==> src/rtl/sdspi_arbiter.sv <==
// Two-port lockable round-robin arbiter in front of the SD SPI controller's APB register port.
// Ownership is held across in-flight transfers and controller sector activity; stalled transfers are aborted by a watchdog.
module sdspi_arbiter #(
  parameter int unsigned TIMEOUT = 1024
) (
  input  logic        clk,
  input  logic        rstn,
  input  logic        req0,
  input  logic        req1,
  output logic        gnt0,
  output logic        gnt1,
  input  logic        psel0,
  input  logic        penable0,
  input  logic        pwrite0,
  input  logic [15:0] paddr0,
  input  logic [31:0] pwdata0,
  output logic [31:0] prdata0,
  output logic        pready0,
  output logic        pslverr0,
  input  logic        psel1,
  input  logic        penable1,
  input  logic        pwrite1,
  input  logic [15:0] paddr1,
  input  logic [31:0] pwdata1,
  output logic [31:0] prdata1,
  output logic        pready1,
  output logic        pslverr1,
  output logic        psel,
  output logic        penable,
  output logic        pwrite,
  output logic [15:0] paddr,
  output logic [31:0] pwdata,
  input  logic [31:0] prdata,
  input  logic        pready,
  input  logic        pslverr,
  input  logic        sdsbusy,
  output logic [31:0] w_arb_status
);

  typedef enum logic [1:0] {
    S_IDLE  = 2'd0,
    S_OWNED = 2'd1,
    S_XFER  = 2'd2,
    S_DRAIN = 2'd3
  } state_t;

  localparam logic [15:0] WD_LAST = 16'(TIMEOUT - 1);

  state_t      state_q, state_d;
  logic        owner_q, owner_d;
  logic [15:0] wd_q, wd_d;
  logic        blk_q, blk_d;
  logic [15:0] abort_cnt_q, abort_cnt_d;

  logic        own_req, own_psel, own_penable, own_pwrite;
  logic [15:0] own_paddr;
  logic [31:0] own_pwdata;
  logic        granted, in_sess, access, abort, dn_sel, resp_ok;
  logic        rsp_rdy, rsp_err;
  logic [31:0] rsp_data;

  always_comb begin
    own_req     = owner_q ? req1     : req0;
    own_psel    = owner_q ? psel1    : psel0;
    own_penable = owner_q ? penable1 : penable0;
    own_pwrite  = owner_q ? pwrite1  : pwrite0;
    own_paddr   = owner_q ? paddr1   : paddr0;
    own_pwdata  = owner_q ? pwdata1  : pwdata0;

    granted = (state_q != S_IDLE);
    in_sess = (state_q == S_OWNED) || (state_q == S_XFER);
    // blk_q suppresses only the aborted access phase, so a fresh setup phase passes straight through
    access  = in_sess && own_psel && own_penable && !blk_q;
    abort   = (state_q == S_XFER) && !pready && (wd_q == WD_LAST);
    dn_sel  = in_sess && own_psel && !(blk_q && own_penable) && !abort;

    psel    = dn_sel;
    penable = dn_sel && own_penable;
    pwrite  = granted && own_pwrite;
    paddr   = granted ? own_paddr  : 16'h0;
    pwdata  = granted ? own_pwdata : 32'h0;

    resp_ok  = access && pready;
    rsp_rdy  = resp_ok || abort;
    rsp_err  = (resp_ok && pslverr) || abort;
    rsp_data = resp_ok ? prdata : 32'h0;

    pready0  = rsp_rdy && !owner_q;
    pslverr0 = rsp_err && !owner_q;
    prdata0  = owner_q ? 32'h0 : rsp_data;
    pready1  = rsp_rdy && owner_q;
    pslverr1 = rsp_err && owner_q;
    prdata1  = owner_q ? rsp_data : 32'h0;

    gnt0 = granted && !owner_q;
    gnt1 = granted && owner_q;
    w_arb_status = {abort_cnt_q, 10'd0, gnt1, gnt0, owner_q, 1'b0, state_q};
  end

  always_comb begin
    state_d     = state_q;
    owner_d     = owner_q;
    wd_d        = wd_q;
    blk_d       = blk_q && own_penable;
    abort_cnt_d = abort_cnt_q;
    case (state_q)
      S_IDLE: begin
        if (req0 || req1) begin
          state_d = S_OWNED;
          owner_d = (req0 && req1) ? ~owner_q : req1;
        end
      end
      S_OWNED: begin
        // a zero-wait completion finishes here and never enters XFER
        if (access && !pready) begin
          state_d = S_XFER;
          wd_d    = 16'd0;
        end else if (!own_req) begin
          state_d = sdsbusy ? S_DRAIN : S_IDLE;
        end
      end
      S_XFER: begin
        if (pready) begin
          state_d = S_OWNED;
        end else if (abort) begin
          state_d = S_OWNED;
          blk_d   = 1'b1;
          if (abort_cnt_q != 16'hFFFF) abort_cnt_d = abort_cnt_q + 16'd1;
        end else begin
          wd_d = wd_q + 16'd1;
        end
      end
      S_DRAIN: begin
        if (!sdsbusy) state_d = S_IDLE;
      end
      default: state_d = S_IDLE;
    endcase
    if (state_d == S_IDLE) blk_d = 1'b0;
  end

  always_ff @(posedge clk or negedge rstn) begin
    if (!rstn) begin
      state_q     <= S_IDLE;
      owner_q     <= 1'b1;
      wd_q        <= 16'd0;
      blk_q       <= 1'b0;
      abort_cnt_q <= 16'd0;
    end else begin
      state_q     <= state_d;
      owner_q     <= owner_d;
      wd_q        <= wd_d;
      blk_q       <= blk_d;
      abort_cnt_q <= abort_cnt_d;
    end
  end

endmodule
==> config.mk <==
export PLATFORM = sky130hd
export DESIGN_NAME = sdspi_arbiter
export DESIGN_NICKNAME = d
export VERILOG_FILES = /design/src/rtl/sdspi_arbiter.sv
export SDC_FILE = /design/constraint.sdc
export NUM_CORES = 1
export LEC_CHECK = 0
export ABC_AREA = 1
export BUFFER_PORTS_ARGS = -buffer_cell sky130_fd_sc_hd__buf_2
export CAP_MARGIN = 20
export CORE_AREA = 2 2 115 117
export DETAILED_ROUTE_END_ITERATION = 16
export DIE_AREA = 0 0 117 119
export GPL_ROUTABILITY_DRIVEN = 0
export PLACE_DENSITY = 0.6
export SYNTH_ARGS = -nofsm -noshare
export SYNTH_HDL_FRONTEND = slang
export SYNTH_SLANG_ARGS = --single-unit
export TNS_END_PERCENT = 100
==> constraint.sdc <==
create_clock -name clk -period 2.5 [get_ports clk]
set_input_delay 0.5 -clock clk [delete_from_list [all_inputs] [get_ports clk]]
set_output_delay 0.5 -clock clk [all_outputs]
set_load 0.005 [all_outputs]
Word level (Yosys, flattened, before mapping)
Cells that the tools add are included.
{"block": "totals", "word_cells": 81, "reg_bits": 36}
{"block": "op_classes", "bitwise_logic": 2, "n_reduce_logical": 36, "n_mux": 28, "n_eq_ne": 8, "n_addsub": 2}
{"cell": "$mux W32", "n": 5}
{"cell": "$mux W16", "n": 5}
{"cell": "$add A16 B1 Y16 const B", "n": 2}
{"cell": "$pmux W16 S2", "n": 1}
{"cell": "$logic_and A1 B1 Y1", "n": 20}
{"cell": "$eq A16 B10 Y1 const B", "n": 1}
{"cell": "$ne A16 B16 Y1 const B", "n": 1}
{"cell": "$mux W2", "n": 7}
{"cell": "$mux W1", "n": 9}
{"cell": "$pmux W2 S4", "n": 1}
{"cell": "$reduce_and A4 Y1", "n": 2}
{"cell": "$logic_not A1 Y1", "n": 5}
{"cell": "$eq A2 B2 Y1 const B", "n": 2}
{"cell": "$logic_not A2 Y1", "n": 2}
{"cell": "$logic_or A1 B1 Y1", "n": 4}
{"cell": "$ne A2 B2 Y1 const B", "n": 2}
{"cell": "$reduce_bool A2 Y1", "n": 2}
{"cell": "$eq A2 B1 Y1 const B", "n": 1}
{"cell": "$ne A2 B1 Y1 const B", "n": 1}
{"cell": "$not A1 Y1", "n": 2}
{"cell": "$reduce_and A2 Y1", "n": 1}

Longest topological paths before layout
Gate-level depths: netlist of the first run.
{"block": "depth", "ltp_word": 10, "depth_mapped": 13, "mapped_depth_nobuf": 13}

Worst setup path after synthesis of the first run
OpenSTA, ideal clock, no wires.
{"block": "synth_path", "path_kind": "register -> output", "from": "reg state_q[0]", "to": "out prdata0[14]", "path_buffers": 2, "setup_slack_ns": 0.274, "arrival_ns": 1.726, "path_stages_with_launch": 11, "required_time_ns": 2.000, "path_cell_list": "dfrtp_1 inv_1 ha_1 nand2_1 nor2_1 nand2_2 nor2_4 nand2_1 buf_2 buf_2 nor3_1"}
{"block": "synth_via", "elab_chain_len": 8, "word_cells_on_any_way": 9, "cone_classes": "2 x eq/ne; 2 x mux; 5 x reduce/logical"}
{"element": "from (decl)", "line_no": "49", "text": "state_t state_q, state_d;"}
{"element": "from (signal assigned)", "line_no": "149", "text": "state_q <= state_d;"}
{"element": "$eq A2 B1 Y1 / $eq A2 B2 Y1 (equally long branches)", "line_no": "71", "text": "in_sess = (state_q == S_OWNED) || (state_q == S_XFER);"}
{"element": "$logic_or A1 B1 Y1 (*)", "line_no": "71"}
{"element": "$logic_and A1 B1 Y1 (*) (3 in series)", "line_no": "73", "text": "access = in_sess && own_psel && own_penable && !blk_q;"}
{"element": "$logic_and A1 B1 Y1 (*)", "line_no": "83", "text": "resp_ok = access && pready;"}
{"element": "$mux W32 (*)", "line_no": "86", "text": "rsp_data = resp_ok ? prdata : 32'h0;"}
{"element": "$mux W32 (*)", "line_no": "90", "text": "prdata0 = owner_q ? 32'h0 : rsp_data;"}
{"element": "to (decl)", "line_no": "17", "text": "output logic [31:0] prdata0,"}
Every way passes the cells marked *; elsewhere a longest branch is shown, timed or not.

Final worst setup path of the first run
{"block": "layout_path", "from": "reg state_q[1]", "to": "out prdata0[31]"}
Same word-level chain as after synthesis.

==> results of run 1 <==
## cells by family after synthesis
| family | after synthesis | share of synthesized area |
|---|---|---|
| AND/OR/NAND/NOR | 270 | 0.3404 |
| buffers and inverters | 115 | 0.1469 |
| AO/OA/AOI/OAI | 77 | 0.1659 |
| flip-flops | 36 | 0.2589 |
| XOR/XNOR | 26 | 0.06535 |
| adder cells (fa/ha/maj) | 6 | 0.02154 |
| other | 1 | 0.001076 |
## cells in the final DEF, fill, tap and decap left out, types with 8 or more instances in the layout
| cell | count |
|---|---|
| a22o_1 | 49 |
| buf_2 | 282 |
| buf_4 | 20 |
| clkbuf_16 | 8 |
| conb_1 | 11 |
| dfrtp_1 | 35 |
| inv_1 | 64 |
| nand2_1 | 112 |
| nand3_1 | 25 |
| nor2_1 | 36 |
| nor3_1 | 39 |
| nor3_2 | 31 |
| o21ai_0 | 18 |
| xor2_1 | 22 |
## final cells by class
cell class	instances	share of cell area
tap	176	0.03835
antenna	1	0.0004358
inverter	70	0.04620
timing repair buffer	312	0.3062
clock buffer	5	0.02179
clock inverter	3	0.01569
sequential	36	0.1571
multi-input combinational	390	0.4143
## through the flow
stage / setup slack [ns] / hold WS, ns / instance area, µm² / TNS, ns
floorplan: 0.2745 / 0.2044 / 3522 / 0
global placement: 0.2496 / 0.5218 / 5065 / 0
detailed placement: 0.2484 / 0.5271 / 5065 / 0
CTS: 0.02113 / 0.3601 / 5340 / 0
global route: -0.08578 / 0.3889 / 5742 / -1.117
finish: 0.03152 / 0.3235 / 5742 / 0
## worst reg2reg max path: cells and delay by family (launching register included)
family                   cells  cell delay [ns]
AO/OA/AOI/OAI                2             0.25
adder cells (fa/ha/maj)      1             0.23
buffers and inverters        3             0.62
flip-flops                   1             0.42
AND/OR/NAND/NOR              4             0.60
## routing by layer
| layer | vias to the layer above | global-route usage | part of all wire |
|---|---|---|---|
| met1 | 2160 | 0.3025 | 0.48 |
| met3 | 13 | 0.02697 | 0.066 |
| met4 | 2 | 0.03603 | 0.0082 |
| li1 | 2309 | - | - |
| met2 | 201 | 0.2850 | 0.45 |
| met5 | - | 0 | 0.00046 |
## path summary, 6_finish.rpt
kind	from	end	slack [ns]	cells past startpoint
setup / recovery	state_q[1]	prdata0[31]	0.03	10
hold / removal	rstn	abort_cnt_q[6]	0.32	1
setup reg to reg	wd_q[0]	abort_cnt_q[11]	0.29	10
hold reg to reg	wd_q[15]	wd_q[15]	0.53	2
max in group asynchronous	rstn	wd_q[5]	1.64	1
min in group clk	req0	owner_q	0.46	2
## what timing repair did
item | in CTS | in global routing
gates cloned | 1 | 5
resized for setup | 4 | 51
pin swaps | 2 | 8
endpoints found under the setup margin | 68 | 70
buffers inserted | 3 | 7
## power by group
part           switching (W)  internal (W)  total [W]
Combinational        0.00179       0.00146    0.00325
Clock               0.000249      0.000672   0.000921
Sequential         0.0000606      0.000640   0.000701
Total                0.00210       0.00277    0.00488
## sequential cells by signal, summed over array words and instances (netlist names)
signal	cells
abort_cnt_q	16
state_q	2
owner_q	1
blk_q	1
wd_q	16
==> impl_metrics.ini, run 1 <==
[yosys]
syn-cell-area_um2 = 3485
yosysWarnings = 0
yosys-top-cells-area = dfrtp_1, nand2_1, a22o_1
synthTopCellsByCount = nand2_1, nor3_1, inv_1, a22o_1, nor2_1
synth_area_leader_cell = dfrtp_1
ys.flop_type = dfrtp_1
async_reset_ff_frac = 1.000
syn_inst = 531
synth_area_per_cell_um2 = 6.562
yosysMostFrequentCell = nand2_1
ys_seq_elements = 36
synth_edf_count = 0
synth_cell_type_count = 32
netlist.area_leader.share = 0.2513
ys_seq_area_frac = 0.2589

[global_route]
gr-usage-all-layers = 0.1944
antenna_found_initial = 2
grt_pass1_wl_mm = 21.27
first_global_vias = 3963
gr-total-overflow = 0
grt_max_degree = 52

[route]
ant_nets = 0
drc = 0
avgViaCountPerCell = 4.718
drtIter0Drc = 264
dr.pass1.iters = 4
drt-total-wl_mm = 15.24
vias = 4685
wl_per_cell_um = 15.35

[sta]
min_period_ns = 2.468
hold_violations = 0
setup_viol = 0
post-route-period-util = 0.9874
relSlewSlack = 0.4371
tightestPinTransition_ns = 0.8443
drv_slew = 0
max_freq_mhz = 405.1
rsz0062_at_grt = true
clock-skew-final_ns = 0.001163

[critical_path]
cp-end-kind = output port
required_ns = 2.00
worstPathMaxFanout = 8
cp_num_buf_inv = 3
critical_path_class = register to output port
path_cells = inv_2, ha_4, nand2_4, nor2_4, nand2_2, nor2_4, nand2_8, clkbuf_16, nor3_4, buf_2
critPathMostFrequentCell = nor2_4
startpoint_type = register
critPathTopFamily = simple AND/OR/NAND/NOR gates
arrival_ns = 1.97
slowest_delay_ns = 0.37
cp_slowest_cell = dfrtp_1

[placement]
hpwlAfterDp_mm = 11.36
dp.cells = 968
portBuffers = 282

[floorplanning]
pin_count = 294
core_um2 = 12870
dieArea_um2 = 13920
rows = 42
die_w_um = 117
die_h_um = 119
initial_core_util = 0.2707

[cells_and_area]
drive_gt1_frac = 0.4620
seq_area_um2 = 902.1
final_nets = 962
n_fill_cell = 1337
multi_input_area_um2 = 2379
finalNonFillerCells = 993
area_growth_syn_to_layout_pct = 64.78
post-route-util = 0.4460

[clock_tree]
clk_pin_slew_ns = 0.06
clockBufferDepth = 2
tritoncts = built
cts_made_buffers = 5
clock_latency_ns = 0.28
htreeDepth = 2
cts_sinks = 36
cts_hold_buf = 0
cts_root_buf = clkbuf_16

[pwr]
finalPower_w = 0.004875
peakVddDrop_mv = 0.6221
p_leak_nw = 3.319
powerDensity_nw_per_um2 = 849.1

[run_status]
status = finished, final reports clean

[worst_hold_path]
hp-class = primary input to asynchronous set/reset pin

[run]
drv_cap = 0
No activity file was read; power rests on OpenSTA's default activity.
==> run 2: changes to the inputs <==
Settings changed: ABC_AREA 1 to not set, PLACE_DENSITY 0.6 to 0.59.
==> impl_metrics.ini, run 2 <==
[yosys]
synth_area_per_cell_um2 = 8.049
ys_seq_elements = 36
ys_seq_area_frac = 0.2637
yosysMostFrequentCell = nor2_1
synth_edf_count = 0
yosysWarnings = 0
synth_top_family_by_area = simple AND/OR/NAND/NOR gates
synthMuxAreaShare = 0.1628
yosys-top-cells-area = dfrtp_1, mux2i_1, and2_1
synth_cell_type_count = 50
synthTopCellsByCount = nor2_1, and2_1, mux2i_1, dfrtp_1, nand2_1
ys.flop_type = dfrtp_1
syn_inst = 425
synth_compound_area_frac = 0.07901
netlist.area_leader.share = 0.2560
syn-cell-area_um2 = 3421
synth_xor_area_frac = 0.03841
synth_area_leader_cell = dfrtp_1
async_reset_ff_frac = 1.000
synthSimpleGateAreaFrac = 0.3606
synth-adder-area-share = 0.02195

[floorplanning]
core_um2 = 12870
rows = 42
dieArea_um2 = 13920
die_h_um = 119
initial_core_util = 0.2657
pin_count = 294
die_w_um = 117

[route]
dr_wl_met3_um = 870
wirelength_met1_mm = 5.599
dr.pass1.iters = 4
wl_met2_mm = 6.695
routed.top_layer = met5
wl_per_cell_um = 14.88
vias = 4105
drtIter0Drc = 136
ant_nets = 0
drc = 0
avgViaCountPerCell = 4.597
drt-total-wl_mm = 13.29

[sta]
clock-skew-final_ns = 0.006875
relSlewSlack = 0.4136
tightestPinTransition_ns = 0.8729
max_freq_mhz = 398.1
hold_violations = 0
rsz0062_at_grt = true
setup_ws_ns = -0.01168
drv_slew = 0
setup_viol = 7
min_period_ns = 2.512
post-route-period-util = 1.005

[pwr]
p_leak_nw = 3.174
net-switching-power_w = 0.001628
power.share.sequential = 0.171
peakVddDrop_mv = 0.4358
finalPower_w = 0.003993
swShare = 0.4078
clockPowerShare = 0.179
powerDensity_nw_per_um2 = 720.3
combPwrFrac = 0.650
p_int_w = 0.002365

[clock_tree]
cts_hold_buf = 0
htreeDepth = 2
cts_made_buffers = 5
cts_sinks = 36
clk_pin_slew_ns = 0.06
clockBufferDepth = 2
tritoncts = built
cts_root_buf = clkbuf_16
clock_latency_ns = 0.28

[cells_and_area]
n_fill_cell = 1339
area_growth_syn_to_layout_pct = 62.07
multi_input_area_um2 = 2402
final_cell_mix = buf_2, nor2_1, and2_1, mux2i_1, dfrtp_1
seq_area_um2 = 902.1
reg_top3 = abort_cnt_q: 16 flops, wd_q: 16 flops, state_q: 2 flops
drive_gt1_frac = 0.4972
mostFrequentLayoutCell = buf_2
final_nets = 862

[placement]
place_ws_ns = 0.1345
hpwlAfterDp_mm = 10.42
portBuffers = 282

[critical_path]
worstPathMaxFanout = 8
startpoint_type = register
cp-end-kind = output port
critical_path_class = register to output port
rr_startpoint = owner_q
worst-r2r-cell-count = 7
critPathLaunch = owner_q
arrival_ns = 2.01
required_ns = 2.00

[run]
drv_cap = 0

[global_route]
grt_max_degree = 57
gr-total-overflow = 0
gr-usage-all-layers = 0.1808
antenna_found_initial = 2
first_global_vias = 3793
grt_pass1_wl_mm = 19.89

[worst_hold_path]
hp-class = primary input to asynchronous set/reset pin

[run_status]
status = finished with violations
failed_checks = setup timing
-- run 2: timing repair --
action | 4_1_cts | 5_1_grt
resized for setup | 13 | 39
gates cloned | 1 | 1
setup endpoints to repair | 70 | 70
pin swaps | 5 | 19
setup buffers | 6 | 2
-- run 2: final timing paths --
| kind | end | slack, ns |
|---|---|---|
| worst max-delay path | prdata1[17] | -0.01 |
| min in group clk | owner_q | 0.42 |
| worst max register to register | blk_q | 0.16 |
| worst min-delay path | abort_cnt_q[1] | 0.32 |
| worst min register to register | abort_cnt_q[15] | 0.48 |
| max in group asynchronous | wd_q[13] | 1.65 |
-- run 2: cells by family after synthesis --
| group | after synthesis |
|---|---|
| buffers and inverters | 48 |
| adder cells (fa/ha/maj) | 6 |
| other | 1 |
| multiplexers | 55 |
| flip-flops | 36 |
| XOR/XNOR | 15 |
| AND/OR/NAND/NOR | 225 |
| AO/OA/AOI/OAI | 39 |
-- run 2: critical path, cell delays in order, from the launching register on --
cell       delay, ns
dfstp_2         0.57
mux2_4          0.33
and4b_1         0.20
nand2_2         0.11
nor2_4          0.08
clkbuf_16       0.17
and2_1          0.15
buf_2           0.12
-- run 2: layout make-up --
type / instances / share of cell area
Inverter: 10 / 0.006770
Multi-Input combinational cell: 351 / 0.4333
Tap cell: 176 / 0.03972
Clock inverter: 2 / 0.006319
Sequential cell: 36 / 0.1627
Clock buffer: 6 / 0.02325
Timing Repair Buffer: 311 / 0.3275
Antenna cell: 1 / 0.0004514
-- run 2: layer usage --
| layer | GRT usage | vias to the layer above |
|---|---|---|
| met4 | 0.03603 | 2 |
| li1 | - | 2034 |
| met1 | 0.2336 | 1918 |
| met2 | 0.3067 | 142 |
| met5 | 0 | - |
| met3 | 0.04173 | 9 |
-- run 2: power by group through the flow --
stage	registers (W)	clock network, W	logic (W)
5_1_grt	0.000693	0.000753	0.00284
6_report	0.000684	0.000715	0.00259
2_1_floorplan	0.000695	0	0.00140
3_3_place_gp	0.000696	0	0.00241
3_5_place_dp	0.000696	0	0.00240
4_1_cts	0.000681	0.000730	0.00250
-- run 2: through the flow --
step                      hold slack, ns   TNS, ns    util  cells  cell area [µm²]
after global placement            0.4789         0  0.3942    874             5075
after global routing              0.3953    -4.188  0.4304    892             5542
after floorplan                   0.2044         0       -    435             3458
final                             0.3155  -0.04080  0.4306    893             5544
after CTS                         0.3639         0  0.4143    889             5334
after detailed placement          0.4807         0  0.3942    874             5075
